$ cat src/rtl/seq_mem_param_rf_fwz_if.sv
// Bus bundle between the datapath (master) and the register file (slave):
// read ports, write ports and the dirty-tracking signals.
interface seq_mem_param_rf_fwz_if #(
    parameter int NUM_REGS = 8,
    parameter int NBITS    = 8,
    parameter int NUM_RD   = 2,
    parameter int NUM_WR   = 1
);
    localparam int AW = $clog2(NUM_REGS);

    logic [NUM_RD*AW-1:0]    read_addr;
    logic [NUM_RD*NBITS-1:0] read_data;
    logic [NUM_WR-1:0]       write_en;
    logic [NUM_WR*AW-1:0]    write_addr;
    logic [NUM_WR*NBITS-1:0] write_data;
    logic                    dirty_clear;
    logic [NUM_REGS-1:0]     dirty;

    modport master (
        output read_addr, write_en, write_addr, write_data, dirty_clear,
        input  read_data, dirty
    );

    modport slave (
        input  read_addr, write_en, write_addr, write_data, dirty_clear,
        output read_data, dirty
    );
endinterface

$ cat src/rtl/seq_mem_param_rf_fwz.sv
// Parametrised multi-port register file with same-cycle write-to-read
// forwarding, a hard-wired zero entry and per-entry dirty tracking.
module seq_mem_param_rf_fwz #(
    parameter int NUM_REGS = 8,
    parameter int NBITS    = 8,
    parameter int NUM_RD   = 2,
    parameter int NUM_WR   = 1
) (
    input  logic                  clk,
    input  logic                  reset_n,
    seq_mem_param_rf_fwz_if.slave bus
);
    localparam int AW = $clog2(NUM_REGS);

    logic [NBITS-1:0]    r_mem [NUM_REGS];
    logic [NUM_REGS-1:0] r_dirty;
    logic [NUM_REGS-1:0] w_hit;
    logic [NBITS-1:0]    w_next [NUM_REGS];

    // w_next is both the forwarded view and the next storage contents;
    // later ports overwrite earlier ones so the highest-numbered writer wins.
    always_comb begin
        w_hit = '0;
        for (int i = 0; i < NUM_REGS; i++) begin
            w_next[i] = r_mem[i];
        end
        for (int w = 0; w < NUM_WR; w++) begin
            if (bus.write_en[w] && (bus.write_addr[w*AW +: AW] != '0)) begin
                w_hit[bus.write_addr[w*AW +: AW]]  = 1'b1;
                w_next[bus.write_addr[w*AW +: AW]] = bus.write_data[w*NBITS +: NBITS];
            end
        end
    end

    always_comb begin
        bus.read_data = '0;
        for (int p = 0; p < NUM_RD; p++) begin
            if (bus.read_addr[p*AW +: AW] != '0) begin
                bus.read_data[p*NBITS +: NBITS] = w_next[bus.read_addr[p*AW +: AW]];
            end
        end
    end

    always_ff @(posedge clk or negedge reset_n) begin
        if (!reset_n) begin
            for (int i = 0; i < NUM_REGS; i++) begin
                r_mem[i] <= '0;
            end
        end else begin
            for (int i = 0; i < NUM_REGS; i++) begin
                r_mem[i] <= w_next[i];
            end
        end
    end

    // A write this cycle beats a simultaneous bulk clear for that entry.
    always_ff @(posedge clk or negedge reset_n) begin
        if (!reset_n) begin
            r_dirty <= '0;
        end else begin
            r_dirty <= w_hit | (bus.dirty_clear ? '0 : r_dirty);
        end
    end

    assign bus.dirty = r_dirty;
endmodule
$ cat src/flat_wrapper.sv
// flat-port wrapper written by rule: the top's interface ports become plain ports
module seq_mem_param_rf_fwz_flat 
#(
    parameter int NUM_REGS = 8,
    parameter int NBITS    = 8,
    parameter int NUM_RD   = 2,
    parameter int NUM_WR   = 1
)
  (clk, reset_n, bus_read_addr, bus_write_en, bus_write_addr, bus_write_data, bus_dirty_clear, bus_read_data, bus_dirty);
  seq_mem_param_rf_fwz_if #(.NUM_REGS(NUM_REGS), .NBITS(NBITS), .NUM_RD(NUM_RD), .NUM_WR(NUM_WR)) bus_i ();
  input  logic clk;
  input  logic reset_n;
  input wire logic [$bits(bus_i.read_addr)-1:0] bus_read_addr;
  input wire logic [$bits(bus_i.write_en)-1:0] bus_write_en;
  input wire logic [$bits(bus_i.write_addr)-1:0] bus_write_addr;
  input wire logic [$bits(bus_i.write_data)-1:0] bus_write_data;
  input wire logic [$bits(bus_i.dirty_clear)-1:0] bus_dirty_clear;
  output wire logic [$bits(bus_i.read_data)-1:0] bus_read_data;
  output wire logic [$bits(bus_i.dirty)-1:0] bus_dirty;
  assign bus_i.read_addr = bus_read_addr;
  assign bus_i.write_en = bus_write_en;
  assign bus_i.write_addr = bus_write_addr;
  assign bus_i.write_data = bus_write_data;
  assign bus_i.dirty_clear = bus_dirty_clear;
  assign bus_read_data = bus_i.read_data;
  assign bus_dirty = bus_i.dirty;
  seq_mem_param_rf_fwz #(.NUM_REGS(NUM_REGS), .NBITS(NBITS), .NUM_RD(NUM_RD), .NUM_WR(NUM_WR)) u_core (.clk(clk), .reset_n(reset_n), .bus(bus_i));
endmodule
$ cat config.mk
export PLATFORM = sky130hd
export DESIGN_NAME = seq_mem_param_rf_fwz_flat
export DESIGN_NICKNAME = d
export VERILOG_FILES = /design/src/rtl/seq_mem_param_rf_fwz_if.sv /design/src/rtl/seq_mem_param_rf_fwz.sv /design/src/flat_wrapper.sv
export SDC_FILE = /design/constraint.sdc
export NUM_CORES = 1
export LEC_CHECK = 0
export BUFFER_PORTS_ARGS = -buffer_cell sky130_fd_sc_hd__buf_4
export CORE_ASPECT_RATIO = 0.9
export CORE_MARGIN = 10
export CORE_UTILIZATION = 58
export DETAILED_ROUTE_END_ITERATION = 10
export GPL_ROUTABILITY_DRIVEN = 1
export PLACE_DENSITY = 0.76
export SLEW_MARGIN = 20
export SYNTH_ARGS = -nofsm -noshare
export SYNTH_HDL_FRONTEND = slang
export SYNTH_SLANG_ARGS = --single-unit
export TNS_END_PERCENT = 1
$ cat constraint.sdc
create_clock -name clk -period 1.95 [get_ports clk]
set_clock_uncertainty 0.15 [all_clocks]
set_input_delay 0 -clock clk [delete_from_list [all_inputs] [get_ports clk]]
set_output_delay 0 -clock clk [all_outputs]
set_load 0.01 [all_outputs]
After elaboration in Yosys (flattened, before gate mapping)
Index checks and enable logic that the tools add are counted.

Memories kept: 0. Register bits: 72. Bits in latches: 0. Bits in read-only memories: 0. Bits in writable memories: 0.

$mul: 0. $add $sub $neg: 0. Muxes and demuxes: 16. Equal/unequal tests: 0. Divide/modulo/power cells: 0. Bitwise logic cells: 4. Shift operators: 0. Reduce and logical (&&, ||, !) cells: 6. Magnitude comparators: 6.

Operators by type and width (number): 8-bit 2-to-1 mux (9); 64-bit bitwise mux (1); 64-bit 2-to-1 mux (1); 8-bit binary-select mux with 3-bit select (2); 8-bit demux with 3-bit select (1); 4-bit >= comparator, second input constant (3); 3-bit NOT with 4-bit output (3); 3-bit nonzero test (3); 8-bit bitwise OR (1); 3-bit by 4-bit < comparator with 1-bit output, second input constant (1); 4-bit by 1-bit < comparator with 1-bit output, second input constant (1); 1-bit demux with 3-bit select (1); 3-bit by 1-bit >= comparator with 1-bit output, second input constant (1); 1-bit logical AND (3); 1-bit 2-to-1 mux (1).

Longest topological paths before layout
Word-level depth: 11. Depth in mapped cells: 7. Gate-level depth less buffers: 5.

Worst setup path after synthesis
No wires, ideal clock.

Kind: input -> output. From: input bus_write_addr[2]. To: output bus_read_data[10]. Data arrival time: 1.504 ns. Stages: 7. Slack: 0.296 ns. Data required time: 1.800 ns. Path through: buf_4 nor4bb_4 buf_6 mux2_4 or2_1 a311oi_2 a211oi_2.

RTL lines: from (decl) (RTL line flat_wrapper.sv:15) `input wire logic [$bits(bus_i.write_addr)-1:0] bus_write_addr;`; to (decl) (RTL line flat_wrapper.sv:18) `output wire logic [$bits(bus_i.read_data)-1:0] bus_read_data;`.

==> flow_summary_export.csv <==
group,metric,value,unit
worst_hold_path,hp-start,"bus_write_addr[2]",
layout,filler_cell_count,504,
pwr,p_leak,0.00218,µW
layout,multiInputGateArea,2080,µm²
sta,hold-worst-slack,0.00111,ns
synth,seq_area_frac_synth,40.9,%
critical_path,critPathLaunch,"bus_write_addr[2]",
floorplanning,die_x,107,µm
cts,clock-sinks,64,
critical_path,slowest_delay,0.31,ns
worst_hold_path,min_path_type,"input port to register",
synth,synth-seq-cells,64,
floorplanning,rows,28,
synth,synthCells,400,
critical_path,r2r-start,"u_core.r_mem[12]",
placement,gp_congestion,0.880,
critical_path,cp_common_cell,"buf_4",
pwr,peakVddDrop,610,µV
placement,dp_hpwl,7.73,mm
synth,synth_edf_count,0,
layout,diodes,0,
sta,fin_crit,1.94,ns
critical_path,crit_slowest_cell,"nor4bb_4",
layout,final_common_cell,"buf_4",
synth,async_flop_share,100,%
critical_path,crit_chain,"buf_4, nor4bb_4, buf_6, buf_12, mux2_4, or2_1, a311oi_2, a211oi_2, buf_4",
synth,synth_top_area_share,40.9,%
critical_path,path_class,"input port to output pin",
layout,instances_no_fill,554,
cts,cts_buffer_depth,2,
layout,register_area,1600,µm²
sta,setup-violations-final,0,
cts,htree_num_levels,3,
layout,final_cell_mix,"buf_4 (68), dfrtp_1 (64), mux2_2 (33), nand2_1 (28)",
routing,viasPerCell,6.10,
layout,syn_to_final_growth,21.6,%
global_route,grt_pass1_vias,3329,
critical_path,critPathMaxFanout,7,
routing,ant_nets,0,
routing,wl,11.1,mm
critical_path,crit_required,1.80,ns
sta,post-route-period-util,99.7,%
routing,drtIter0Drc,288,
global_route,grt_first_pass_wirelength,17.8,mm
floorplanning,dieArea,10400,µm²
sta,rsz0062_at_grt,"true",
routing,via_count,3381,
global_route,grt_overflow,0,
cts,clk_latency,0.35,ns
synth,synth_area,3910,µm²
routing,wl_per_cell,20.1,µm
cts,clkTransAtPathRegs,0.07,ns
critical_path,endpoint_kind,"output pin",
synth,synthFlopType,"dfrtp_1",
floorplanning,start_util,59.7,%
synth,syn_area_per_cell,9.78,µm²
global_route,grt_usage,21.1,%
cts,cts_root_buf,"clkbuf_8",
sta,worst_pin_slew,0.836,ns
critical_path,critical_path_buf_inv_count,4,
sta,max_freq,514,MHz
flow_run,maxCapViolCount,0,
synth,ys_types,56,
layout,fin_nets,480,
floorplanning,pin_count,45,
floorplanning,die_h,97.9,µm
critical_path,cp_top_family,"buffers and inverters",
routing,dr.pass1.iters,5,
placement,numPortBuffers,44,
sta,hold_viol_final,0,
synth,syn-num-nets,421,
synth,yosys-top-cells-area,"dfrtp_1 (41%), mux2_2 (9.5%), mux2i_1 (5.6%), o21ai_0 (3.1%), nand2_1 (2.7%)",
floorplanning,core_area,6550,µm²
cts,cts_tree,"built",
sta,max-slew-margin-rel,44.3,%
routing,drc,0,
pwr,p_per_area,821,nW/µm²
synth,yosysTopAreaCell,"dfrtp_1",
synth,yosys_warnings,0,
critical_path,cp.arrival,1.79,ns
global_route,grt_max_degree,65,
outcome,status,"completed",
sta,slew_violations,0,
placement,post-place-cells,526,
cts,numCtsBuffers,9,
critical_path,cp-start-kind,"input port",
global_route,antenna_found_initial,0,
layout,drive_gt1_share,33.0,%
[path summary, 6_finish.rpt]
check                                            to  slack (ns)  cells past startpoint
worst max-delay path              bus_read_data[15]       0.006                      9
worst min-delay path            u_core.bus.dirty[1]       0.001                      4
worst max register to register     u_core.r_mem[12]        0.94                      1
worst min register to register  u_core.bus.dirty[1]        0.34                      1
max in group asynchronous          u_core.r_mem[35]        0.96                      2
min in group asynchronous       u_core.bus.dirty[5]        0.12                      2
[logic make-up after synthesis]
kind of cell              count (synthesis)  share of synthesized area, %
buffers and inverters                    61                          6.78
DFF                                      64                          40.9
AOI/OAI and AO/OA                       100                          17.9
muxes                                    64                          18.3
xor gates and xnor gates                  2                         0.448
and+or+nand+nor                         109                          15.7
[metrics by stage]
stage	cell area (µm²)	setup TNS, ns	worst slack [ns]	utilization (%)	power, µW
5_1_grt	4760	-0.181	-0.0544	72.7	4100
3_3_place_gp	4440	0	0.0531	67.8	2830
3_5_place_dp	4440	0	0.0165	67.8	2870
6_report	4760	0	0.00627	72.7	3910
2_1_floorplan	3910	0	0.296	-	2450
4_1_cts	4730	0	0.00786	72.2	3880
[report_power, final]
| part | leakage, µW | switching, µW | total [µW] | internal, µW |
|---|---|---|---|---|
| Clock | 0.0000793 | 537 | 996 | 459 |
| Sequential | 0.000780 | 117 | 1710 | 1590 |
| Combinational | 0.00132 | 637 | 1200 | 567 |
[per-layer routing]
metal / track usage (%) / wire length, µm / share of wire [%]
met1: 28.3 / 4810 / 43
met2: 32.3 / 5290 / 47
met3: 5.98 / 859 / 7.7
met4: 5.72 / 174 / 1.6
met5: 0 / 0 / 0
[flip-flops by register name, summed over array words and instances, names as in the netlist]
name / cells
u_core.r_mem: 56
u_core.bus.dirty: 8
[synthesized netlist by cell type, types with 4 or more instances]
library cell	n
clkbuf_1	23
or2_1	5
inv_1	24
nand3_1	18
o21ai_0	24
nand2_1	28
nand2b_1	10
mux2_2	33
o22ai_1	14
dfrtp_1	64
nor3_1	4
a211oi_1	4
a211oi_2	5
buf_4	4
nor2_1	19
mux2_4	6
a32oi_1	6
a21oi_1	18
a311oi_2	5
mux2i_1	22
buf_2	5
a31oi_1	9
[area by class of cell]
type	count	share of cell area (%)
clock inverter	5	0.710
sequential	64	33.6
timing repair buffer	84	14.9
inverter	25	1.97
clock buffer	11	2.76
multi-input combinational	275	43.7
tap	90	2.37
[timing repair]
item,4_1_cts,5_1_grt
endpoints found under the setup margin,1,12
hold buffers,12,0
resized for setup,1,8
buffers inserted,0,0
hold endpoints to repair,126,0
Power figures use the tool's default switching activity.
